`src/rtl/cp0_pkg.sv`:
```
// -----------------------------------------------------------------------------
// cp0_pkg
//   Shared constants for the coprocessor-0 exception/interrupt controller:
//   register indices, SR/Cause field positions, exception codes and the EPC
//   helper used on exception entry.
//   Optional feature macro used by the including RTL: CP0_TIMER_EN.
// -----------------------------------------------------------------------------
package cp0_pkg;

    // mfc0/mtc0 register indices (rd field)
    localparam logic [4:0] CP0_COUNT   = 5'd9;
    localparam logic [4:0] CP0_COMPARE = 5'd11;
    localparam logic [4:0] CP0_SR      = 5'd12;
    localparam logic [4:0] CP0_CAUSE   = 5'd13;
    localparam logic [4:0] CP0_EPC     = 5'd14;
    localparam logic [4:0] CP0_PRID    = 5'd15;

    // Field positions
    localparam int SR_IE    = 0;
    localparam int SR_EXL   = 1;
    localparam int CAUSE_BD = 31;
    localparam int IM_BASE  = 10;   // SR.IM and Cause.IP share this base
    localparam int EXC_LSB  = 2;    // ExcCode occupies [6:2]

    // Exception codes
    localparam logic [4:0] EXC_INT  = 5'd0;
    localparam logic [4:0] EXC_ADEL = 5'd4;
    localparam logic [4:0] EXC_ADES = 5'd5;
    localparam logic [4:0] EXC_SYS  = 5'd8;
    localparam logic [4:0] EXC_RI   = 5'd10;
    localparam logic [4:0] EXC_OV   = 5'd12;

    // Restart address for the faulting instruction: a delay-slot instruction
    // restarts at its branch. Arithmetic wraps modulo 2^32.
    function automatic logic [31:0] epc_of(input logic [31:0] pc, input logic bd);
        logic [31:0] t;
        t = bd ? (pc - 32'd4) : pc;
        return {t[31:2], 2'b00};
    endfunction

endpackage

```
`src/rtl/cp0_timer.sv`:
```
// -----------------------------------------------------------------------------
// cp0_timer
//   Count/Compare timer. Only instantiated when CP0_TIMER_EN is defined.
//   Ports:
//     clk         in   rising-edge clock
//     reset       in   asynchronous active-low reset
//     count_we    in   load Count from wdata (suppresses the increment)
//     compare_we  in   load Compare from wdata (clears tmr_pend)
//     wdata       in   32-bit mtc0 data
//     count       out  current Count
//     compare     out  current Compare
//     tmr_pend    out  sticky timer interrupt pending
// -----------------------------------------------------------------------------
module cp0_timer (
    input  logic        clk,
    input  logic        reset,
    input  logic        count_we,
    input  logic        compare_we,
    input  logic [31:0] wdata,
    output logic [31:0] count,
    output logic [31:0] compare,
    output logic        tmr_pend
);

    always_ff @(posedge clk or negedge reset) begin
        if (!reset) begin
            count    <= '0;
            compare  <= '0;
            tmr_pend <= 1'b0;
        end else begin
            count <= count_we ? wdata : count + 32'd1;
            if (compare_we) begin
                compare  <= wdata;
                tmr_pend <= 1'b0;
            end else if (count == compare && compare != '0) begin
                // Compare==0 is treated as "timer disarmed".
                tmr_pend <= 1'b1;
            end
        end
    end

endmodule

```
`src/rtl/cp0_exc_ctrl.sv`:
```
// -----------------------------------------------------------------------------
// cp0_exc_ctrl
//   Coprocessor-0 exception/interrupt controller at the M stage. Holds SR,
//   Cause, EPC, PRId and (with CP0_TIMER_EN defined) Count/Compare. Raises
//   req combinationally to flush the pipeline and redirect to handler_pc.
//   Ports:
//     clk         in   rising-edge clock
//     reset       in   asynchronous active-low reset
//     cp0_addr    in   mfc0/mtc0 register index
//     cp0_wdata   in   mtc0 data
//     cp0_we      in   mtc0 in M stage
//     eret        in   eret in M stage
//     pc          in   M-stage PC
//     bd          in   M-stage instruction sits in a delay slot
//     exc_code    in   accumulated exception code (0 = none)
//     hw_int      in   level interrupt lines
//     req         out  take exception/interrupt this cycle
//     handler_pc  out  handler vector
//     epc_out     out  current EPC for eret redirect
//     rdata       out  mfc0 read data (combinational on cp0_addr)
//   Macro: CP0_TIMER_EN adds the Count/Compare timer on interrupt bit HWINT_W-1.
// -----------------------------------------------------------------------------
module cp0_exc_ctrl
    import cp0_pkg::*;
#(
    parameter int          HWINT_W      = 6,
    parameter logic [31:0] HANDLER_ADDR = 32'h0000_4180,
    parameter logic [31:0] PRID_VAL     = 32'h0000_0007
) (
    input  logic               clk,
    input  logic               reset,
    input  logic [4:0]         cp0_addr,
    input  logic [31:0]        cp0_wdata,
    input  logic               cp0_we,
    input  logic               eret,
    input  logic [31:0]        pc,
    input  logic               bd,
    input  logic [4:0]         exc_code,
    input  logic [HWINT_W-1:0] hw_int,
    output logic               req,
    output logic [31:0]        handler_pc,
    output logic [31:0]        epc_out,
    output logic [31:0]        rdata
);

    logic [HWINT_W-1:0] sr_im;
    logic               sr_exl;
    logic               sr_ie;
    logic               cause_bd;
    logic [HWINT_W-1:0] cause_ip;
    logic [4:0]         cause_exc;
    logic [31:0]        epc;

    logic               tmr_bit;
    logic [HWINT_W-1:0] tmr_vec;
    logic [HWINT_W-1:0] ip;
    logic               int_req;
    logic               exc_req;
    logic               wr_ok;

    // req wins over eret, eret wins over mtc0: a discarded mtc0 must not
    // reach any register, including the timer.
    assign wr_ok = cp0_we & ~req & ~eret;

`ifdef CP0_TIMER_EN
    logic [31:0] count;
    logic [31:0] compare;

    cp0_timer u_timer (
        .clk        (clk),
        .reset      (reset),
        .count_we   (wr_ok && cp0_addr == CP0_COUNT),
        .compare_we (wr_ok && cp0_addr == CP0_COMPARE),
        .wdata      (cp0_wdata),
        .count      (count),
        .compare    (compare),
        .tmr_pend   (tmr_bit)
    );
`else
    assign tmr_bit = 1'b0;
`endif

    always_comb begin
        tmr_vec = '0;
        tmr_vec[HWINT_W-1] = tmr_bit;
    end

    assign ip      = hw_int | tmr_vec;
    assign int_req = (|(ip & sr_im)) & sr_ie & ~sr_exl;
    assign exc_req = (exc_code != 5'd0) & ~sr_exl;
    // Gated by reset so req is low for the whole time reset is held,
    // independent of what the pipeline is presenting.
    assign req     = reset & (int_req | exc_req);

    assign handler_pc = HANDLER_ADDR;
    assign epc_out    = epc;

    always_ff @(posedge clk or negedge reset) begin
        if (!reset) begin
            sr_im     <= '0;
            sr_exl    <= 1'b0;
            sr_ie     <= 1'b0;
            cause_bd  <= 1'b0;
            cause_ip  <= '0;
            cause_exc <= '0;
            epc       <= '0;
        end else begin
            cause_ip <= ip;
            if (req) begin
                sr_exl    <= 1'b1;
                cause_bd  <= bd;
                cause_exc <= int_req ? EXC_INT : exc_code;
                epc       <= epc_of(pc, bd);
            end else if (eret) begin
                sr_exl <= 1'b0;
            end else if (wr_ok) begin
                case (cp0_addr)
                    CP0_SR: begin
                        sr_im  <= cp0_wdata[IM_BASE +: HWINT_W];
                        sr_exl <= cp0_wdata[SR_EXL];
                        sr_ie  <= cp0_wdata[SR_IE];
                    end
                    CP0_EPC: epc <= {cp0_wdata[31:2], 2'b00};
                    default: ;
                endcase
            end
        end
    end

    always_comb begin
        rdata = '0;
        case (cp0_addr)
            CP0_SR: begin
                rdata[IM_BASE +: HWINT_W] = sr_im;
                rdata[SR_EXL]             = sr_exl;
                rdata[SR_IE]              = sr_ie;
            end
            CP0_CAUSE: begin
                rdata[CAUSE_BD]              = cause_bd;
                rdata[IM_BASE +: HWINT_W]    = cause_ip;
                rdata[EXC_LSB +: 5]          = cause_exc;
            end
            CP0_EPC:     rdata = epc;
            CP0_PRID:    rdata = PRID_VAL;
`ifdef CP0_TIMER_EN
            CP0_COUNT:   rdata = count;
            CP0_COMPARE: rdata = compare;
`endif
            default:     rdata = '0;
        endcase
    end

endmodule

```
`config.mk`:
```
export PLATFORM = sky130hd
export DESIGN_NAME = cp0_exc_ctrl
export DESIGN_NICKNAME = d
export VERILOG_FILES = /design/src/rtl/cp0_pkg.sv /design/src/rtl/cp0_timer.sv /design/src/rtl/cp0_exc_ctrl.sv
export SDC_FILE = /design/constraint.sdc
export NUM_CORES = 1
export LEC_CHECK = 0
export ABC_AREA = 1
export BUFFER_PORTS_ARGS = -buffer_cell sky130_fd_sc_hd__buf_2
export CELL_PAD_IN_SITES_DETAIL_PLACEMENT = 1
export CELL_PAD_IN_SITES_GLOBAL_PLACEMENT = 1
export CORE_MARGIN = 3
export CORE_UTILIZATION = 31
export DETAILED_ROUTE_END_ITERATION = 12
export GPL_TIMING_DRIVEN = 0
export HOLD_SLACK_MARGIN = 0.03
export PLACE_DENSITY = 0.84
export SYNTH_ARGS = -nofsm -noshare
export SYNTH_HDL_FRONTEND = slang
export SYNTH_HIERARCHICAL = 1
export SYNTH_SLANG_ARGS = --single-unit
```
`constraint.sdc`:
```
create_clock -name clk -period 1.6 [get_ports clk]
set_input_delay 0.08 -clock clk [delete_from_list [all_inputs] [get_ports clk]]
set_output_delay 0.08 -clock clk [all_outputs]
set_load 0.1 [all_outputs]
```
==> impl_metrics.tcl, run 1 <==
set metrics [dict create \
    crit_path_top_delay_cell "dfrtp_1" \
    cp_top_family "simple AND/OR/NAND/NOR gates" \
    core_um2 11700 \
    peakVddDrop_mv 0.417 \
    hold_violations 50 \
    final_nets 869 \
    r2r_setup_slack_ps -160 \
    finalCritPeriodShare_pct 111 \
    syn_area_um2 3780 \
    clk_pin_slew_worst_paths_ps 70 \
    slew_headroom_pct 53.5 \
    critical_path_required_ps 1520 \
    n_fill_cell 1535 \
    grt_pass1_vias 4617 \
    final_common_cell "nand2_1" \
    post-place-ws_ps -571 \
    layoutNonFillerInstCount 928 \
    max_cap_viol_count 0 \
    synth-edff-count 0 \
    ys_types 36 \
    die_area_um2 13600 \
    grt_util_all_layers_pct 21.2 \
    netSwitchingPower_uw 3610 \
    arrival_ps 1690 \
    mostFrequentLayoutCells "nand2_1 (174), buf_2 (133), inv_1 (65)" \
    cts-root-buf "clkbuf_16" \
    place_inst 889 \
    grt_overflow 0 \
    drc 0 \
    hold_ws_ps -181 \
    swShare_pct 55.2 \
    clock-skew-final_ps 6.50 \
    ant_nets 0 \
    r2r-end "epc_out[20]$_DFFE_PN0P_" \
    globalplace.congestion 0.897 \
    fp-row-count 39 \
    pwr-share-comb_pct 55.9 \
    ctsLongestPathBuffers 2 \
    yosys_register_bits 50 \
    ys_seq_area_share_pct 33.1 \
    clkLatencyLatePin_ps 290 \
    via_per_inst 4.83 \
    fmax_mhz 565 \
    reg2regPathDepth 12 \
    tightest_slew_ps 698 \
    maxSlewViolCount 0 \
    violations "hold timing, setup timing" \
    power.total_uw 6540 \
    drtIter0Drc 295 \
    num_vias 4479 \
    internal-power_uw 2930 \
    clkPwrFrac_pct 17.0 \
    initial_utilization_pct 32.4 \
    netlist_instances 569 \
    die_y_um 116 \
    setup_ws_ps -169 \
    p_leak_uw 0.00310 \
    cts_buffers 5 \
    register_area_um2 1270 \
    p_seq_share_pct 27.1 \
    syn_to_final_growth_pct 53.6 \
    timing.rr.start "sr_im[5]$_DFFE_PN0P_" \
    synth.yosys.warnings 6 \
    slowest_delay_ps 400 \
    hold_path_class "in2async" \
    drt-pass1-iter-count 4 \
    worstPathMaxFanout 8 \
    ys.flop_type "dfrtp_1" \
    powerDensity_nw_per_um2 1130 \
    avgSynthCellArea_um2 6.64 \
    crit_path_frequent_cell "nand2_2" \
    cts_sinks 50 \
    antenna_found_initial 1 \
    grt_max_degree 52 \
    cp.buffers_inverters 3 \
    ios 182 \
    outcome "complete, but fails checks" \
    fin_crit_ps 1770 \
    wl_per_cell_um 17.5 \
    h-tree-depth 2 \
    chipWidth_um 116 \
    drive_gt1_share_pct 42.7 \
    grt_setup_unrepaired "yes" \
    crit_type "reg2out" \
    async_flop_share_pct 100 \
    start_kind "flop" \
    crit_path_end_kind "primary output" \
    multiInputGateArea_um2 2330 \
    wl_um 16200 \
    port_buffers 145 \
    path_cells "nand2_1 -> nand2_1 -> nor2_2 -> nand2_2 -> nand2_2 -> nand2_2 -> nand2_4 -> inv_6 -> buf_8 -> buf_12" \
    dp_hpwl_um 11700 \
    grt_first_pass_wirelength_um 22800 \
    setup_viol 40 \
    tritoncts "built" \
]
[power by group through the flow]
stage / logic [uW] / clock network (uW) / registers, uW
final: 3650 / 1110 / 1770
after global routing: 3810 / 1170 / 1800
after global placement: 3230 / 0 / 1760
after detailed placement: 3290 / 0 / 1780
after CTS: 3390 / 1100 / 1750
after floorplan: 1240 / 0 / 3160
[worst reg2reg max path, delay by kind of cell, from the launching register on]
family / cells / cell delay [ps]
AO/OA/AOI/OAI: 1 / 70
buffers and inverters: 2 / 330
AND/OR/NAND/NOR: 9 / 840
flip-flops: 1 / 400
[repair_timing]
item | 4_1_cts | 5_1_grt
buffers inserted | 7 | 13
setup endpoints to repair | 56 | 54
hold endpoints to repair | 56 | 51
hold buffers | 5 | 1
pin swaps | 3 | 10
gates cloned | 0 | 5
gates resized for setup | 30 | 54
[area by class of cell]
| class | instances | area share, % |
|---|---|---|
| diodes | 1 | 0.0431 |
| plain buffers | 48 | 7.22 |
| clock buffers | 6 | 2.39 |
| clock inverters | 2 | 0.216 |
| inverters | 72 | 5.02 |
| multi-input cells | 430 | 40.2 |
| flip-flops and latches | 50 | 22.0 |
| well taps | 143 | 3.08 |
| repair buffers | 175 | 19.7 |
| repair inverters | 1 | 0.151 |
[registers in the layout (all words and copies together) (netlist names)]
signal and cells:
epc_out 30, cause_ip 6, sr_im 6, cause_exc 5, cause_bd 1, sr_exl 1, sr_ie 1
[per-stage QoR]
step,instance area (um2),utilization (%),TNS (ps)
after floorplan,4160,-,-709
final,5800,49.8,-3410
after global routing,5800,49.8,-7100
after global placement,5060,43.4,-16960
after CTS,5400,46.3,-434
after detailed placement,5060,43.4,-19610
[kinds of logic after synthesis]
logic type | synth area share [%]
xor gates and xnor gates | 3.48
buffers and inverters | 16.7
DFF | 33.1
and+or+nand+nor | 36.4
AOI/OAI and AO/OA | 9.80
adders and majority gates | 0.331
other | 0.199
[worst max path at each step]
| stage | from | end | slack (ps) | cells past startpoint |
|---|---|---|---|---|
| 2_1_floorplan | epc_out[31]$_DFFE_PN0P_ | rdata[31] | -420 | 2 |
| 3_3_place_gp | reset | req | -530 | 5 |
| 3_5_place_dp | reset | req | -570 | 5 |
| 4_1_cts | sr_im[4]$_DFFE_PN0P_ | req | -100 | 10 |
| 5_1_grt | sr_im[5]$_DFFE_PN0P_ | epc_out[13]$_DFFE_PN0P_ | -280 | 12 |
| 6_report | sr_im[5]$_DFFE_PN0P_ | req | -170 | 10 |
[metal layers]
| layer | track usage, % | share of wire (%) |
|---|---|---|
| met1 | 26.3 | 40 |
| met2 | 38.5 | 53 |
| met3 | 2.64 | 4.7 |
| met4 | 6.11 | 2.1 |
| met5 | 0 | 0 |
[cell usage after synthesis, types with 4 or more instances]
| library cell | instances | share of area (%) |
|---|---|---|
| nand2_1 | 185 | 18 |
| nand2_2 | 6 | 0.99 |
| o21ai_0 | 30 | 4.0 |
| nand4_1 | 7 | 1.2 |
| nand3_1 | 33 | 4.4 |
| inv_1 | 67 | 6.7 |
| nor2_1 | 63 | 6.3 |
| o21ai_1 | 15 | 2.0 |
| dfrtp_1 | 50 | 33 |
| a21oi_1 | 9 | 1.2 |
| o21ai_2 | 8 | 1.9 |
| xor2_1 | 11 | 2.5 |
| xnor2_1 | 4 | 0.93 |
| buf_4 | 40 | 7.9 |
| buf_2 | 4 | 0.53 |
| nor2_2 | 5 | 0.83 |
Power figures use the tool's default switching activity.
==> run 2: changes to the inputs <==
BUFFER_PORTS_ARGS = -buffer_cell sky130_fd_sc_hd__buf_4   (was -buffer_cell sky130_fd_sc_hd__buf_2)
CORE_MARGIN = not set   (was 3)
==> run 2 against run 1 <==
Against the previous run:
- the run still ends with hold timing, setup timing left
- combinational power up 9.9%
- register-to-register slack worse by 180 ps
- final area up 9.5%
- sequential share of layout area down 1.9 points
- maximum frequency down 8.8%
- sequential power about the same
- utilization up 4.7 points
- via count up 2.2%
- total power up 7.8%
- clock power up 12%
- clock skew up 3.5 ps
- setup slack worse by 170 ps
- highest routed layer unchanged
==> impl_metrics.tcl, run 2 (same netlist as run 1, synthesis figures left out) <==
set metrics [dict create \
    die_y_um 112 \
    grt_overflow 0 \
    worstPathMaxFanout 10 \
    cts_buffers 5 \
    dp_hpwl_um 11500 \
    ant_nets 0 \
    grt_first_pass_wirelength_um 23600 \
    drtIter0Drc 236 \
    cts_sinks 50 \
    arrival_ps 2120 \
    hold_ws_ps -176 \
    setup_ws_ps -340 \
    final_nets 870 \
    fp-row-count 39 \
    antenna_cells 0 \
    num_vias 4577 \
    n_fill_cell 1432 \
    outcome "complete, but fails checks" \
    crit_path_end_kind "flop" \
    max_cap_viol_count 0 \
    mostFrequentLayoutCells "buf_4 (183), nand2_1 (155), inv_1 (66)" \
    crit_path_top_delay_cell "dfrtp_1" \
    postLayoutCoreUtil_pct 54.5 \
    peakVddDrop_mv 0.468 \
    grt_setup_unrepaired "yes" \
    h-tree-depth 2 \
    start_kind "flop" \
    die_area_um2 12600 \
    ios 182 \
    via_per_inst 4.93 \
    path_cells "nand2_1 -> nand2_2 -> nor2_4 -> nand2_2 -> nand2_2 -> nand2_2 -> nand2_4 -> buf_4 -> o21ai_0 -> o21ai_0 -> nand2_1" \
    wl_um 17800 \
    finalCritPeriodShare_pct 121 \
    cts-root-buf "clkbuf_16" \
    drive_gt1_share_pct 46.6 \
    hold_buffers 6 \
    slew_headroom_pct 53.6 \
    hold_violations 50 \
    ctsLongestPathBuffers 2 \
    finalSetupTns_ps -7490 \
    tritoncts "built" \
    fin_crit_ps 1940 \
    largest_reg_flops 30 \
    grt_max_degree 52 \
    place_inst 889 \
    violations "hold timing, setup timing" \
    powerDensity_nw_per_um2 1110 \
    layoutNonFillerInstCount 928 \
    crit_path_frequent_cell "nand2_2" \
    slowest_delay_ps 430 \
    hold_path_class "in2async" \
    tightest_slew_ps 697 \
    drt-pass1-iter-count 4 \
    cp.buffers_inverters 1 \
    globalplace.congestion 0.845 \
    grt_pass1_vias 4582 \
    register_area_um2 1270 \
    drc 0 \
    initial_utilization_pct 32.4 \
    clock-skew-final_ps 9.99 \
    critical_path_required_ps 1780 \
    setup_viol 46 \
    clk_pin_slew_worst_paths_ps 70 \
    grt_util_all_layers_pct 23.8 \
    syn_to_final_growth_pct 68.2 \
    fmax_mhz 515 \
    final_common_cell "buf_4" \
    clkLatencyLatePin_ps 300 \
    maxSlewViolCount 0 \
    antenna_found_initial 0 \
    multiInputGateArea_um2 2510 \
    chipWidth_um 112 \
    crit_type "reg2reg" \
    core_um2 11700 \
    port_buffers 145 \
    cp_top_family "simple AND/OR/NAND/NOR gates" \
    wl_per_cell_um 19.2 \
    p_leak_uw 0.00329 \
]
[run 2: worst paths after layout]
check | depth (start not counted) | end | startpoint | slack [ps]
worst max-delay path | 11 | epc_out[12]$_DFFE_PN0P_ | sr_im[2]$_DFFE_PN0P_ | -340
worst min register to register | 2 | epc_out[23]$_DFFE_PN0P_ | epc_out[23]$_DFFE_PN0P_ | 520
worst max register to register | 11 | epc_out[12]$_DFFE_PN0P_ | sr_im[2]$_DFFE_PN0P_ | -340
worst min-delay path | 1 | cause_exc[0]$_DFFE_PN0N_ | reset | -180
max in group asynchronous | 1 | epc_out[28]$_DFFE_PN0P_ | reset | 1260
min in group clk | 3 | cause_exc[3]$_DFFE_PN0N_ | exc_code[3] | 40
[run 2: where the power goes]
part / leakage, uW / total [uW] / internal (uW) / switching [uW]
Sequential: 0.000580 / 1800 / 1550 / 249
Clock: 0.0000781 / 1240 / 742 / 499
Combinational: 0.00263 / 4010 / 1010 / 2990
[run 2: what timing repair did]
item | in CTS | in global routing
gates cloned | 1 | 4
setup endpoints to repair | 52 | 54
endpoints found under the hold margin | 56 | 50
pin swaps | 5 | 18
setup buffers | 12 | 13
gates resized for setup | 28 | 96
[run 2: metal layers]
metal  part of all wire (%)  global-route usage, %
met1                     38                   28.2
met2                     52                   43.9
met3                    5.5                   2.48
met4                    4.4                   9.69
met5                      0                      0
[run 2: stage by stage]
step / cell area, um2 / total power (uW) / setup WS [ps]
finish: 6360 / 7050 / -340
global route: 6360 / 7260 / -399
CTS: 5840 / 6580 / -111
detailed placement: 5430 / 5260 / -258
global placement: 5430 / 5200 / -226
floorplan: 4160 / 4400 / -416
[run 2: layout make-up]
cell class | instances | area share [%]
Buffer | 47 | 6.38
Clock buffer | 7 | 2.09
Clock inverter | 1 | 0.472
Inverter | 72 | 4.57
Multi-Input combinational cell | 430 | 39.5
Sequential cell | 50 | 20.1
Tap cell | 143 | 2.81
Timing Repair Buffer | 178 | 24.2
==> run 3: changes to the inputs <==
SETUP_SLACK_MARGIN = 0.3   (was not set)
==> run 3 against run 2 <==
Against the previous run:
- the run still ends with hold timing, setup timing left
- combinational power grew 1%
- critical endpoint is now epc_out[6]$_DFFE_PN0P_
- setup slack gained 110 ps
- sequential power grew 5%
==> impl_metrics.tcl, run 3 (same netlist as run 1, synthesis figures left out) <==
set metrics [dict create \
    outcome "complete, but fails checks" \
    violations "hold timing, setup timing" \
    grt_max_degree 52 \
    hold_path_class "in2async" \
    register_area_um2 1330 \
    post-place-ws_ps -112 \
    power.total_uw 7230 \
    mostFrequentLayoutCells "buf_4 (163), nand2_1 (146), inv_1 (63)" \
    p_leak_uw 0.00328 \
    grt_pass1_vias 4659 \
    grt_first_pass_wirelength_um 24300 \
    crit_path_top_delay_cell "dfrtp_1" \
    h-tree-depth 2 \
    worstPathMaxFanout 8 \
    path_cells "nand2_1 -> nand2_1 -> nor2_4 -> nand2_2 -> nand2_2 -> nand2_2 -> nand2_4 -> buf_12 -> nand2_8 -> clkinv_8 -> buf_6 -> nand2_2 -> o21ai_1" \
    crit_path_frequent_cell "nand2_2" \
    start_kind "flop" \
    ctsLongestPathBuffers 2 \
    wl_per_cell_um 20.6 \
    fp-row-count 39 \
    setup_ws_ps -231 \
    max_cap_viol_count 0 \
    grt_setup_unrepaired "yes" \
    cts_sinks 50 \
    crit_path_end_kind "flop" \
    powerDensity_nw_per_um2 1100 \
    drt-pass1-iter-count 5 \
    die_area_um2 12600 \
    setup_viol 44 \
    final_nets 864 \
    tightest_slew_ps 715 \
    critical_path_required_ps 1790 \
    ios 182 \
    chipWidth_um 112 \
    dp_hpwl_um 11600 \
    slew_headroom_pct 52.3 \
    cp.buffers_inverters 3 \
    hold_ws_ps -182 \
    cts_buffers 5 \
    port_buffers 145 \
    peakVddDrop_mv 0.457 \
    hold_violations 50 \
    slowest_delay_ps 410 \
    num_vias 4777 \
    clk_pin_slew_worst_paths_ps 80 \
    drive_gt1_share_pct 49.3 \
    fmax_mhz 546 \
    antenna_found_initial 0 \
    drtIter0Drc 284 \
    antenna_cells 0 \
    tritoncts "built" \
    arrival_ps 2020 \
    initial_utilization_pct 32.4 \
    final_common_cell "buf_4" \
    cts-root-buf "clkbuf_16" \
    wl_um 19000 \
    die_y_um 112 \
    crit_type "reg2reg" \
    multiInputGateArea_um2 2550 \
    n_fill_cell 1396 \
    core_um2 11700 \
    finalCritPeriodShare_pct 114 \
    clock-skew-final_ps 13.0 \
    ant_nets 0 \
    grt_util_all_layers_pct 24.9 \
    maxSlewViolCount 0 \
    globalplace.congestion 0.841 \
    grt_overflow 0 \
    drc 0 \
    via_per_inst 5.18 \
    fin_crit_ps 1830 \
    largest_reg_flops 30 \
    syn_to_final_growth_pct 74.4 \
    clkLatencyLatePin_ps 310 \
    cp_top_family "simple AND/OR/NAND/NOR gates" \
]
[run 3: changes by cell type in the layout (fill, tap and decap cells not counted), sizes merged]
cell	before	now
clkinvlp	0	1
buf	212	206
inv	71	70
[run 3: metrics by stage]
step / util, % / instance area [um2] / setup TNS [ps] / std cells
CTS: 52.0 / 6060 / -1270 / 912
global route: 56.5 / 6590 / -8810 / 922
finish: 56.5 / 6590 / -5980 / 922
floorplan: - / 4320 / -496 / 601
global placement: 47.9 / 5590 / -524 / 889
detailed placement: 47.9 / 5590 / -1790 / 889
[run 3: path summary, 6_finish.rpt]
kind / to / cells past startpoint / from / slack, ps
max reg2reg: epc_out[6]$_DFFE_PN0P_ / 13 / sr_im[3]$_DFFE_PN0P_ / -230
max: epc_out[6]$_DFFE_PN0P_ / 13 / sr_im[3]$_DFFE_PN0P_ / -230
min: sr_exl$_DFFE_PN0P_ / 1 / reset / -180
max in group asynchronous: epc_out[18]$_DFFE_PN0P_ / 1 / reset / 1230
min in group clk: sr_exl$_DFFE_PN0P_ / 3 / cp0_wdata[1] / 30
min reg2reg: cause_exc[0]$_DFFE_PN0N_ / 2 / cause_exc[0]$_DFFE_PN0N_ / 540
[run 3: worst reg2reg max path: stages (launching register included)]
cell and delay [ps]:
dfrtp_1 410, nand2_1 90, nand2_1 80, nor2_4 100, nand2_2 80, nand2_2 90, nand2_2 70, nand2_4 130
buf_12 170, nand2_8 90, clkinv_8 110, buf_6 120, nand2_2 40, o21ai_1 140
[run 3: repair_timing]
action,4_1_cts,5_1_grt
pin swaps,5,16
cloned,0,4
setup buffers,10,5
hold buffers,5,1
resized for setup,59,101
hold endpoints to repair,56,51
endpoints found under the setup margin,66,60
[run 3: area by class of cell]
class                           instances  area share [%]
Sequential cell                        50            20.2
Tap cell                              143            2.72
Multi-Input combinational cell        430            38.8
Clock buffer                            7            2.01
Buffer                                 49            7.39
Clock inverter                          1           0.456
Timing Repair Buffer                  170            23.9
Inverter                               72            4.50
[run 3: metal layers]
metal / routed length, um / track usage (%)
met3: 1040 / 3.51
met4: 1150 / 11.0
met2: 9570 / 44.5
met5: 0 / 0
met1: 7230 / 29.6
[run 3: power by group]
| group | internal (uW) | switching, uW |
|---|---|---|
| clock | 742 | 531 |
| sequential | 1620 | 272 |
| combinational | 1030 | 3030 |
